--- src/rtl/eth_tx_scheduler.sv ---
// Transmit-request scheduler: latched per-source requests with hold-off, round-robin grant,
// tx-busy tracking and inter-frame gap. Define ETH_TX_SCHED_FIXED_PRIO_EN for lowest-index-wins priority.
module eth_tx_scheduler #(
  parameter int NUM_SOURCES    = 2,
  parameter int HOLDOFF_CYCLES = 100,
  parameter int IFG_CYCLES     = 48,
  parameter int START_TIMEOUT  = 64,
  localparam int SEL_W = (NUM_SOURCES > 1) ? $clog2(NUM_SOURCES) : 1
) (
  input  logic                   clk_in,
  input  logic                   rst_in,
  input  logic [NUM_SOURCES-1:0] req_in,
  input  logic                   tx_busy_in,
  output logic                   transmit_out,
  output logic [SEL_W-1:0]       sel_out,
  output logic [NUM_SOURCES-1:0] grant_out,
  output logic [NUM_SOURCES-1:0] pending_out,
  output logic [15:0]            drop_count_out,
  output logic                   err_timeout_out
);
  // state      | meaning
  // S_IDLE     | waiting for an eligible source; foreign tx activity diverts to S_BUSY
  // S_LAUNCH   | one-cycle transmit pulse and grant for source sel
  // S_WAIT     | waiting for tx busy to rise, bounded by START_TIMEOUT
  // S_BUSY     | frame on the wire, waiting for tx busy to fall
  // S_GAP      | inter-frame gap countdown, no launch possible
  localparam logic [2:0] S_IDLE   = 3'd0;
  localparam logic [2:0] S_LAUNCH = 3'd1;
  localparam logic [2:0] S_WAIT   = 3'd2;
  localparam logic [2:0] S_BUSY   = 3'd3;
  localparam logic [2:0] S_GAP    = 3'd4;

  localparam int HW   = (HOLDOFF_CYCLES > 0) ? $clog2(HOLDOFF_CYCLES + 1) : 1;
  localparam int TMAX = (IFG_CYCLES > START_TIMEOUT) ? IFG_CYCLES : START_TIMEOUT;
  localparam int TW   = (TMAX > 0) ? $clog2(TMAX + 1) : 1;

  logic [2:0]             state;
  logic [SEL_W-1:0]       sel;
  logic [TW-1:0]          cnt;
  logic                   err;
  logic [NUM_SOURCES-1:0] pending;
  logic [HW-1:0]          holdoff [NUM_SOURCES];
  logic [15:0]            drop_count;
  logic [SEL_W-1:0]       ptr;

  logic [NUM_SOURCES-1:0]   eligible, sel_hot, clr, set, drop;
  logic [2*NUM_SOURCES-1:0] rot;
  logic [3:0]               drop_sum;
  logic [16:0]              drop_ext;
  logic                     pick_valid;
  logic [SEL_W-1:0]         pick;
  int                       pick_idx;

  always_comb begin
    for (int i = 0; i < NUM_SOURCES; i++) begin
      eligible[i] = pending[i] && (holdoff[i] == '0);
      sel_hot[i]  = (sel == SEL_W'(i));
    end
  end

  // A request coinciding with its own launch re-pends the slot instead of dropping.
  assign clr = (state == S_LAUNCH) ? sel_hot : '0;
  assign set  = req_in & ~(pending & ~clr);
  assign drop = req_in & pending & ~clr;

  always_comb begin
    drop_sum = '0;
    for (int i = 0; i < NUM_SOURCES; i++) drop_sum = drop_sum + {3'b000, drop[i]};
  end
  assign drop_ext = {1'b0, drop_count} + {13'd0, drop_sum};

  // Search the eligibility vector rotated so that bit 0 is the pointer position.
  always_comb begin
    rot        = {eligible, eligible} >> ptr;
    pick_valid = 1'b0;
    pick       = '0;
    pick_idx   = 0;
    for (int i = 0; i < NUM_SOURCES; i++) begin
      if (!pick_valid && rot[i]) begin
        pick_valid = 1'b1;
        pick_idx   = int'(ptr) + i;
        if (pick_idx >= NUM_SOURCES) pick_idx = pick_idx - NUM_SOURCES;
        pick       = SEL_W'(pick_idx);
      end
    end
  end

  always_ff @(posedge clk_in or posedge rst_in) begin
    if (rst_in) begin
      pending    <= '0;
      drop_count <= '0;
      for (int i = 0; i < NUM_SOURCES; i++) holdoff[i] <= '0;
    end else begin
      drop_count <= drop_ext[16] ? 16'hFFFF : drop_ext[15:0];
      for (int i = 0; i < NUM_SOURCES; i++) begin
        if (set[i]) begin
          pending[i] <= 1'b1;
          holdoff[i] <= HW'(HOLDOFF_CYCLES);
        end else begin
          if (clr[i]) pending[i] <= 1'b0;
          if (holdoff[i] != '0) holdoff[i] <= holdoff[i] - 1'b1;
        end
      end
    end
  end

`ifdef ETH_TX_SCHED_FIXED_PRIO_EN
  assign ptr = '0;
`else
  always_ff @(posedge clk_in or posedge rst_in) begin
    if (rst_in) ptr <= '0;
    else if (state == S_LAUNCH) ptr <= (sel == SEL_W'(NUM_SOURCES - 1)) ? '0 : sel + 1'b1;
  end
`endif

  always_ff @(posedge clk_in or posedge rst_in) begin
    if (rst_in) begin
      state <= S_IDLE;
      sel   <= '0;
      cnt   <= '0;
      err   <= 1'b0;
    end else begin
      case (state)
        S_IDLE: begin
          if (tx_busy_in) state <= S_BUSY;
          else if (pick_valid) begin
            sel   <= pick;
            state <= S_LAUNCH;
          end
        end
        S_LAUNCH: begin
          cnt   <= TW'(START_TIMEOUT);
          state <= S_WAIT;
        end
        S_WAIT: begin
          if (tx_busy_in) state <= S_BUSY;
          else if (cnt <= TW'(1)) begin
            err   <= 1'b1;
            cnt   <= TW'(IFG_CYCLES);
            state <= (IFG_CYCLES == 0) ? S_IDLE : S_GAP;
          end else cnt <= cnt - 1'b1;
        end
        S_BUSY: begin
          if (!tx_busy_in) begin
            cnt   <= TW'(IFG_CYCLES);
            state <= (IFG_CYCLES == 0) ? S_IDLE : S_GAP;
          end
        end
        S_GAP: begin
          if (cnt <= TW'(1)) state <= S_IDLE;
          else cnt <= cnt - 1'b1;
        end
        default: state <= S_IDLE;
      endcase
    end
  end

  assign transmit_out    = (state == S_LAUNCH);
  assign grant_out       = clr;
  assign sel_out         = sel;
  assign pending_out     = pending;
  assign drop_count_out  = drop_count;
  assign err_timeout_out = err;
endmodule

--- config.mk ---
export PLATFORM = sky130hd
export DESIGN_NAME = eth_tx_scheduler
export DESIGN_NICKNAME = d
export VERILOG_FILES = /design/src/rtl/eth_tx_scheduler.sv
export SDC_FILE = /design/constraint.sdc
export NUM_CORES = 1
export LEC_CHECK = 0
export BUFFER_PORTS_ARGS = -buffer_cell sky130_fd_sc_hd__buf_2
export CORE_ASPECT_RATIO = 0.7
export CORE_MARGIN = 2
export CORE_UTILIZATION = 47
export DETAILED_ROUTE_END_ITERATION = 16
export PLACE_DENSITY = 0.71
export RECOVER_POWER = 25
export SYNTH_ARGS = -nofsm -noshare
export SYNTH_HDL_FRONTEND = slang
export SYNTH_SLANG_ARGS = --single-unit
--- constraint.sdc ---
create_clock -name clk_in -period 3.5 [get_ports clk_in]
set_clock_uncertainty 0.2 [all_clocks]
set_input_delay 0.7 -clock clk_in [delete_from_list [all_inputs] [get_ports clk_in]]
set_output_delay 0.7 -clock clk_in [all_outputs]
set_load 0.01 [all_outputs]
==> flow_metrics.py <==
metrics = {
    "place": {
        "place_congestion": 0.873,
        "pre_cts_ws_ns": 0.382,
        "io_buffers": 27,
        "place_area_sq_um": 2620,
        "dp_hpwl_um": 3590,
    },
    "pwr": {
        "finalPower_mw": 1.92,
        "irDropWorstVdd_uv": 351,
        "power_density_nw_per_um2": 710,
        "p_leak_nw": 1.25,
    },
    "sta": {
        "slew_headroom_pct": -12.9,
        "grt_setup_unrepaired": "no",
        "timing.final.crit_share_pct": 89.3,
        "layout_setup_ws_ns": 0.376,
        "hold_violations": 0,
        "finalSetupViolations": 0,
        "maxSlewViolCount": 46,
        "fmax_mhz": 320,
        "layout_min_cycle_time_ns": 3.12,
        "tightest_slew_ns": 1.69,
        "timing.setup.tns_ns": 0,
        "timing.hold.ws_ns": 0.289,
    },
    "clocking": {
        "hold_buffers": 0,
        "clk_pin_slew_worst_paths_ns": 0.09,
        "clk_latency_ns": 0.30,
        "cts_resized": 0,
        "root_buffer": "clkbuf_8",
        "h-tree-depth": 2,
        "cts_made_buffers": 5,
        "numClockSinks": 45,
        "clockBufferDepth": 2,
        "cts_setup_buffers": 0,
        "cts_tree": "built",
    },
    "outcome": {
        "outcome": "finished with violations",
        "violations": "max-capacitance violations, max-slew violations",
    },
    "run": {
        "cap_viol_max_count": 1,
    },
    "yosys": {
        "yosysSeqAreaShare_pct": 46.7,
        "syn_inst": 248,
        "synth_area_sq_um": 2410,
        "syn_area_per_cell_sq_um": 9.72,
        "synthFlopType": "dfrtp_1",
        "synth_nets": 261,
        "yosysWarnings": 0,
        "async_flop_share_pct": 100,
        "synth.distinct_cells": 53,
        "synth-edff-count": 0,
        "ys_seq_elements": 45,
    },
    "critical_path": {
        "worstPathRequired_ns": 3.48,
        "path_class": "reg -> reg",
        "endpoint_kind": "flip-flop",
        "path_max_fanout": 11,
        "cp.arrival_ns": 3.10,
        "startpoint_type": "flip-flop",
    },
    "floorplanning": {
        "start_util_pct": 49.6,
        "die_y_um": 63.9,
        "ios": 28,
        "die_area_sq_um": 5730,
        "die_w_um": 89.6,
        "placementRows": 21,
        "coreArea_sq_um": 4860,
    },
    "routing": {
        "via_per_inst": 5.56,
        "drt_iter0_drc": 118,
        "drt-pass1-iter-count": 4,
        "route.detailed.drc": 0,
        "num_vias": 1934,
        "routedWlPerCell_um": 14.0,
        "ant_nets": 0,
        "wl_um": 4860,
    },
    "finish": {
        "multi_input_area_sq_um": 1210,
        "n_antenna_cell": 0,
        "seq_area_sq_um": 1130,
        "final_cell_mix": "45 x dfrtp_1, 27 x nand2_1, 27 x buf_2",
        "syn2layout_area_growth_pct": 12.4,
        "fill_cells": 445,
        "nNetsFinal": 292,
        "drive_gt1_share_pct": 16.5,
        "final_common_cell": "dfrtp_1",
        "stdcell_area_sq_um": 2710,
    },
    "global_routing": {
        "track_usage_pct": 18.9,
        "grt_pass1_vias": 1718,
        "grt_max_degree": 46,
        "grt_first_pass_wirelength_um": 8320,
        "grt_antenna_before_repair": 0,
        "grt_overflow_total": 0,
    },
    "hold_path": {
        "hp-class": "reg -> reg",
    },
}
[state kept, by name (all words and copies together) (netlist names)]
name / count
cnt: 7
drop_count_out: 16
err_timeout_out: 1
holdoff: 14
pending_out: 2
ptr: 1
sel_out: 1
state: 3
[final timing paths]
check | from | to | depth (start not counted) | slack [ns]
worst min-delay path | ptr | ptr | 1 | 0.29
worst max register to register | state[1] | drop_count_out[3] | 10 | 0.38
worst max-delay path | state[1] | drop_count_out[3] | 10 | 0.38
max in group asynchronous | rst_in | drop_count_out[7] | 2 | 1.40
worst min register to register | ptr | ptr | 1 | 0.29
min in group asynchronous | rst_in | holdoff[4] | 2 | 0.72
[Yosys cell counts (2+ instances only)]
cell,number,share of area (%)
dfrtp_1,45,47
nand2_1,27,4.2
nor2_1,21,3.3
inv_1,15,2.3
nand3_1,10,2.1
o21ai_0,10,2.1
nand2b_1,9,2.3
and3_1,7,1.8
ha_1,7,3.6
xnor2_1,7,2.5
xor2_1,7,2.5
nand4_1,6,1.6
a211oi_1,5,1.6
a31oi_1,5,1.3
o211ai_1,5,1.6
a21oi_1,4,0.83
nor3_1,4,0.83
nor3b_1,4,1.2
and2_1,3,0.78
clkbuf_1,3,0.47
nor4_1,3,0.78
or3b_2,3,1.1
a21o_1,2,0.62
and4_1,2,0.73
mux2_2,2,0.93
mux2i_1,2,0.83
o221ai_1,2,0.73
or3_1,2,0.52
or4_1,2,0.62
[cell families after synthesis]
kind of cell	count (synthesis)	share of synthesized area, %
simple gates	108	23.6
compound gates	50	15.4
mux	4	1.76
xor+xnor	14	5.09
buf+inv	19	3.01
flops	45	46.7
fa+ha+maj	8	4.46
[critical path, stage by stage (launching register included)]
cell      delay (ns)
dfrtp_1         0.50
or3b_2          0.59
o211ai_1        0.24
fa_1            0.24
inv_1           0.06
ha_1            0.22
and4_1          0.27
and2_1          0.19
nand4_1         0.19
buf_4           0.20
o21ai_0         0.10
[metal layers]
metal / vias to the layer above / routed length [um] / track usage [%]
li1: 956 / - / -
met1: 928 / 2640 / 30.9
met2: 46 / 1900 / 24.3
met3: 4 / 271 / 5.43
met4: 0 / 46 / 3.92
met5: - / 0 / 0
[final cells by class]
type                            instances  area share, %
Clock buffer                            7           3.19
Inverter                               15           2.08
Multi-Input combinational cell        184           44.7
Sequential cell                        45           41.6
Tap cell                               69           3.19
Timing Repair Buffer                   28           5.26
[stage by stage]
step / cells / utilization [%]
floorplan: 248 / -
global placement: 341 / 54.0
detailed placement: 341 / 54.0
CTS: 348 / 55.8
global route: 348 / 55.8
finish: 348 / 55.8
[report_power, final]
part           leakage (nW)  internal [mW]  switching [mW]
registers             0.545          0.668           0.187
logic                 0.659          0.336           0.409
clock network        0.0443          0.157           0.169
total                  1.25           1.16           0.764
(Power assumes the default switching activity.)
